### config.mk
export PLATFORM = sky130hd
export DESIGN_NAME = aes_enc_arbiter
export DESIGN_NICKNAME = d
export VERILOG_FILES = /design/src/rtl/aes_pkg.sv /design/src/rtl/aes_enc_arbiter_rr.sv /design/src/rtl/aes_enc_arbiter.sv
export SDC_FILE = /design/constraint.sdc
export NUM_CORES = 1
export LEC_CHECK = 0
export ABC_AREA = 1
export CORE_AREA = 5 5 608 610
export DETAILED_ROUTE_END_ITERATION = 8
export DIE_AREA = 0 0 613 615
export PLACE_DENSITY = 0.3
export SYNTH_ARGS = -nofsm -noshare
export SYNTH_HDL_FRONTEND = slang
export SYNTH_SLANG_ARGS = --single-unit
### constraint.sdc
create_clock -name i_clk -period 2.3 [get_ports i_clk]
set_input_delay 0.46 -clock i_clk [delete_from_list [all_inputs] [get_ports i_clk]]
set_output_delay 0.46 -clock i_clk [all_outputs]
set_load 0.03 [all_outputs]
### src/rtl/aes_pkg.sv
// Shared definitions for the AES encrypt-core arbiter: the 128-bit block type,
// the default core latency and the tag-width helper.
package aes_pkg;

  typedef logic [127:0] block_t;

  // AES-128 core: Nr (10) rounds plus input and output register stages.
  localparam int DEFAULT_LAT = 12;

  // Tag width needed to name one of n requesters, never less than one bit.
  function automatic int tag_width(input int n);
    return (n > 2) ? $clog2(n) : 1;
  endfunction

endpackage

### src/rtl/aes_enc_arbiter_rr.sv
// Round-robin arbiter: one-hot grant to the first requesting index at or after
// i_ptr, searching upward and wrapping from NREQ-1 to 0.
module rr_arbiter #(
  parameter int NREQ = 4,
  parameter int TAGW = 2
) (
  input  logic [NREQ-1:0] i_req,
  input  logic [TAGW-1:0] i_ptr,
  output logic [NREQ-1:0] o_gnt
);

  logic [TAGW:0]   w_sum;
  logic [TAGW-1:0] w_idx;
  logic            w_found;

  // Walk the requesters in priority order starting at the pointer.
  always_comb begin
    // NOTE: every variable gets a default before the loop, so no path leaves
    // one unassigned and no latch is inferred.
    o_gnt   = '0;
    w_found = 1'b0;
    w_sum   = '0;
    w_idx   = '0;
    for (int i = 0; i < NREQ; i++) begin
      w_sum = {1'b0, i_ptr} + (TAGW+1)'(i);
      if (w_sum >= (TAGW+1)'(NREQ)) w_sum = w_sum - (TAGW+1)'(NREQ);
      w_idx = w_sum[TAGW-1:0];
      if (!w_found && i_req[w_idx]) begin
        o_gnt[w_idx] = 1'b1;
        w_found      = 1'b1;
      end
    end
  end

endmodule

### src/rtl/aes_enc_arbiter.sv
// Arbiter sharing one pipelined AES encrypt core between NREQ requesters.
// A LAT-deep tag line travels alongside the core so each ciphertext returns
// to the requester that issued it; err latches any core/tag misalignment.
// Optional build macro AES_ARB_STATS_EN adds per-requester saturating 16-bit
// grant counters on stat_cnt.
module aes_enc_arbiter
  import aes_pkg::*;
#(
  parameter int NREQ = 4,
  parameter int LAT  = DEFAULT_LAT
) (
  input  logic              i_clk,
  input  logic              i_rst,
  input  logic              i_en,
  input  logic [NREQ-1:0]   req_vld,
  output logic [NREQ-1:0]   req_rdy,
  input  logic [128*NREQ-1:0] req_data,
  input  logic [128*NREQ-1:0] req_key,
  output logic              c_vld,
  output block_t            c_in,
  output block_t            c_key,
  input  logic              c_ovld,
  input  block_t            c_out,
  output logic [NREQ-1:0]   rsp_vld,
  output block_t            rsp_data,
  output logic              err
`ifdef AES_ARB_STATS_EN
  ,
  output logic [16*NREQ-1:0] stat_cnt
`endif
);

  localparam int TAGW = tag_width(NREQ);

  typedef struct packed {
    logic            vld;
    logic [TAGW-1:0] tag;
  } dl_ent_t;

  logic [NREQ-1:0] w_req;
  logic [NREQ-1:0] w_gnt;
  logic            w_gnt_any;
  logic [TAGW-1:0] w_gnt_idx;
  block_t          w_sel_data;
  block_t          w_sel_key;
  dl_ent_t         w_dl_out;

  logic [TAGW-1:0] r_ptr;
  logic            r_c_vld;
  block_t          r_c_in;
  block_t          r_c_key;
  logic [TAGW-1:0] r_tag;
  dl_ent_t         r_dl [LAT];
  logic [NREQ-1:0] r_rsp_vld;
  block_t          r_rsp_data;
  logic            r_err;

  // Requests are invisible while disabled or in reset, so no grant can occur.
  assign w_req = (i_en && !i_rst) ? req_vld : '0;

  rr_arbiter #(
    .NREQ (NREQ),
    .TAGW (TAGW)
  ) u_rr (
    .i_req (w_req),
    .i_ptr (r_ptr),
    .o_gnt (w_gnt)
  );

  assign req_rdy   = w_gnt;
  assign w_gnt_any = |w_gnt;

  // Encode the one-hot grant and select the winner's plaintext and key.
  always_comb begin
    w_gnt_idx  = '0;
    w_sel_data = '0;
    w_sel_key  = '0;
    for (int k = 0; k < NREQ; k++) begin
      if (w_gnt[k]) begin
        w_gnt_idx  = TAGW'(k);
        w_sel_data = req_data[128*k +: 128];
        w_sel_key  = req_key[128*k +: 128];
      end
    end
  end

  // Issue stage: register the accepted block toward the core, advance pointer.
  always_ff @(posedge i_clk) begin
    // NOTE: sequential state uses non-blocking assignments so every flop
    // samples pre-edge values regardless of statement order.
    if (i_rst) begin
      r_ptr   <= '0;
      r_c_vld <= 1'b0;
      r_c_in  <= '0;
      r_c_key <= '0;
      r_tag   <= '0;
    end else begin
      r_c_vld <= w_gnt_any;
      if (w_gnt_any) begin
        r_c_in  <= w_sel_data;
        r_c_key <= w_sel_key;
        r_tag   <= w_gnt_idx;
        r_ptr   <= (w_gnt_idx == TAGW'(NREQ-1)) ? '0 : w_gnt_idx + TAGW'(1);
      end
    end
  end

  // Tag line: follows c_vld through LAT stages to meet the matching c_ovld.
  always_ff @(posedge i_clk) begin
    if (i_rst) begin
      // NOTE: the line is a shift register of flops, not a RAM; its valid
      // bits must clear so blocks discarded by the core leave no stale tags.
      for (int i = 0; i < LAT; i++) r_dl[i] <= '0;
    end else begin
      r_dl[0] <= '{vld: r_c_vld, tag: r_tag};
      for (int i = 1; i < LAT; i++) r_dl[i] <= r_dl[i-1];
    end
  end

  assign w_dl_out = r_dl[LAT-1];

  // Return stage: route ciphertext to its owner and latch misalignment errors.
  always_ff @(posedge i_clk) begin
    if (i_rst) begin
      r_rsp_vld  <= '0;
      r_rsp_data <= '0;
      r_err      <= 1'b0;
    end else begin
      r_rsp_vld <= '0;
      if (c_ovld && w_dl_out.vld) begin
        r_rsp_data <= c_out;
        for (int k = 0; k < NREQ; k++) begin
          if (w_dl_out.tag == TAGW'(k)) r_rsp_vld[k] <= 1'b1;
        end
      end
      if (c_ovld != w_dl_out.vld) r_err <= 1'b1;
    end
  end

  assign c_vld    = r_c_vld;
  assign c_in     = r_c_in;
  assign c_key    = r_c_key;
  assign rsp_vld  = r_rsp_vld;
  assign rsp_data = r_rsp_data;
  assign err      = r_err;

`ifdef AES_ARB_STATS_EN
  logic [15:0] r_stat [NREQ];

  // Per-requester grant counters that stick at 16'hFFFF.
  always_ff @(posedge i_clk) begin
    if (i_rst) begin
      for (int k = 0; k < NREQ; k++) r_stat[k] <= '0;
    end else begin
      for (int k = 0; k < NREQ; k++) begin
        if (w_gnt[k] && (r_stat[k] != 16'hFFFF)) r_stat[k] <= r_stat[k] + 16'd1;
      end
    end
  end

  // Pack the counters onto the flat output bus.
  always_comb begin
    stat_cnt = '0;
    for (int k = 0; k < NREQ; k++) stat_cnt[16*k +: 16] = r_stat[k];
  end
`endif

endmodule

==> flow_summary.ini <==
[synthesis]
synth_top_area_cell = dfxtp_1
syn_area_um2 = 22100
synthSimpleGateAreaFrac_pct = 44.0
synthXorXnorAreaFrac_pct = 0
synthAdderAreaFrac_pct = 0.453
netlist_top_cells_area = dfxtp_1, nand3_1, nand2_1
syn_area_per_cell_um2 = 6.56
yosysMostFrequentCell = nand2_1
syn_nets = 4535
ys_types = 27
synthTopCellsByCount = nand2_1, nand3_1, dfxtp_1
synth_edf_count = 0
yosysSeqAreaShare_pct = 39.0
synth-async-reset-ratio_pct = 0
synth.mux.area_fraction_pct = 0
synth_compound_area_share_pct = 9.74
synth-seq-cells = 430
netlist_instances = 3367
synth_top_family_by_area = simple AND/OR/NAND/NOR gates
yosysWarnings = 0
ys.flop_type = dfxtp_1
synth_top_cell_area_share_pct = 39.0

[global_route]
grt_start_max_net_pins = 86
grt_pass1_wl_mm = 361
overflow = 0
first_global_vias = 32999
grtUsageTotal_pct = 14.5
antenna_found_initial = 191

[setup_path]
path_buf_inv = 7
rr_endpoint = c_in[31]
rrSetupSlack_ns = -0.62
slowest_delay_ns = 0.34
start_kind = flop
end_kind = output pin
rr_worst_depth = 20
crit_fanout = 8
crit_slowest_cell = dfxtp_2
timing.rr.start = r_ptr[0]
path_delay_family = buffers and inverters
required_ns = 1.84
path_cells = inv_2 -> ha_4 -> inv_4 -> nand3_2 -> nand2_4 -> nor2_4 -> buf_12 -> nand3_4 -> nand3_4 -> buf_12 -> buf_16 -> buf_8 -> buf_6
crit_type = flop to output pin
cp.arrival_ns = 2.57

[cells_and_area]
multi_input_area_um2 = 12700
instances_no_fill = 9997
syn_to_final_growth_pct = 130
regArea_um2 = 8610
fin_nets = 6271
final_core_util_pct = 13.9
final_area_um2 = 50700
drive_above_1_share_pct = 15.8
num-fill-cells = 41808

[power_and_ir_drop]
swShare_pct = 50.8
power_frac_seq_pct = 13.3
power_density_nw_per_um2 = 1750
p_int_mw = 43.7
ir_drop_v = 0.000893
p_comb_share_pct = 72.5
p_clk_share_pct = 14.2
p_leak_nw = 19.6
power.switching_mw = 45.1

[worst_hold_path]
hold_end = rsp_data[26]
hp-start = i_rst
hold_path.class = input port to flop
holdPathStages = 5

[cts]
cts.root.buffer_cell = clkbuf_16
clockBufferDepth = 4
cts_tree = done
cts_buffers = 75
worst_skew_pair.late_latency_ns = 0.81
clkSinkCount = 430
clk_pin_slew_ns = 0.05
htreeDepth = 3
holdBufCountCts = 0

[sta]
setup_slack_ns = -0.728
hold_ws_ns = 0.222
rsz0062_at_grt = true
finalHoldViolCount = 0
fmax_mhz = 330
fin_crit_ns = 3.03
max-slew-margin-rel_pct = 42.2
tns_ns = -146.71
worst_pin_slew_ns = 0.868
drv_slew = 0
skew_ns = 0.0838
setup_viol = 407
period_share_pct = 132

[status]
outcome = complete, but fails checks
violations = setup timing

[floorplan]
initial_utilization_pct = 6.07
io_pins = 1554
rows = 222
die_x_um = 613
core_area_um2 = 364000
dieArea_um2 = 377000
fp.dieH_um = 615

[placed_design]
dp.final_hpwl_mm = 239
placed_cells = 9745
buffer_ports.inserted = 1553
gp_congestion = 0.891
place_area_um2 = 45400

[detailed_routing]
wl_per_cell_um = 28.8
remaining_drc_errors = 0
avgViaCountPerCell = 3.22
routed_wl_mm = 288
drt_first_pass_iters = 7
drt_iter0_drc = 2101
num_vias = 32142
antenna_left = 0

[flow_run]
drv_cap = 0
==> cells by family after synthesis <==
| family | after synthesis |
|---|---|
| flip-flops | 430 |
| AO/OA/AOI/OAI | 416 |
| AND/OR/NAND/NOR | 2158 |
| adder cells (fa/ha/maj) | 8 |
| buffers and inverters | 355 |
==> layer usage <==
layer / track usage, % / wire, µm
met1: 17.6 / 120000
met5: 0 / 582
met3: 5.51 / 26300
met2: 24.6 / 136000
met4: 2.36 / 5140
==> area by class of cell <==
type / instances / area share [%]
clock inverter: 30 / 1.04
multi-input combinational: 2582 / 25.1
timing repair buffer: 1938 / 40.2
tap: 4816 / 11.9
sequential: 430 / 17.0
clock buffer: 97 / 4.06
antenna: 28 / 0.138
inverter: 76 / 0.617
==> tightest hold or removal path, delay by kind of cell <==
kind	cells	cell delay [ns]
AOI/OAI and AO/OA	1	0.09
buffers and inverters	3	0.35
and+or+nand+nor	1	0.04
==> sequential cells by signal (all words and copies together) (netlist names) <==
name / cells
c_in: 128
rsp_vld: 4
r_ptr: 2
r_tag: 2
err: 1
r_dl: 36
c_vld: 1
c_key: 128
rsp_data: 128
==> worst max-delay path by stage <==
stage,startpoint,endpoint,slack [ns],cells past startpoint
finish,r_ptr[0],req_rdy[1],-0.73,13
global route,r_ptr[0],req_rdy[3],-0.87,12
CTS,r_ptr[1],req_rdy[1],-0.83,13
detailed placement,i_en,c_key[10],-1.35,18
global placement,i_en,c_key[85],-1.36,17
floorplan,r_ptr[0],c_in[0],-0.02,17
==> power groups by stage <==
stage / Sequential, mW / Clock (mW) / Combinational (mW)
5_1_grt: 12.1 / 13.5 / 69.2
3_5_place_dp: 12.0 / 0 / 55.9
3_3_place_gp: 12.0 / 0 / 56.1
2_1_floorplan: 15.6 / 0 / 20.8
6_report: 11.8 / 12.6 / 64.4
4_1_cts: 11.9 / 13.3 / 64.5
==> metrics by stage <==
step	setup WS [ns]	power [mW]
final	-0.728	88.9
after global placement	-1.36	68.1
after CTS	-0.833	89.7
after global routing	-0.873	94.8
after detailed placement	-1.35	67.8
after floorplan	-0.0151	36.4
==> placed cells by master (no fill, tap or decap), types with 13 or more instances in the layout <==
cell type,count
buf_6,37
buf_12,84
clkbuf_16,84
clkbuf_1,13
nand3_1,730
nand3_2,48
buf_16,26
diode_2,28
nand3_4,17
buf_4,278
bufinv_16,13
dfxtp_1,428
nand2_1,791
o21ai_0,130
buf_8,15
or2_1,108
or2_2,108
nand2_2,25
or2_0,13
clkdlybuf4s50_1,1483
a21oi_1,236
inv_1,67
a21boi_0,27
a21oi_2,14
nor2_1,294
==> timing repair <==
| action | in CTS | in global routing |
|---|---|---|
| setup buffers | 58 | 18 |
| cloned | 20 | 10 |
| setup endpoints to repair | 583 | 560 |
| pin swaps | 22 | 8 |
| resized for setup | 200 | 70 |
Note: power is estimated with default switching activity, not from simulation.
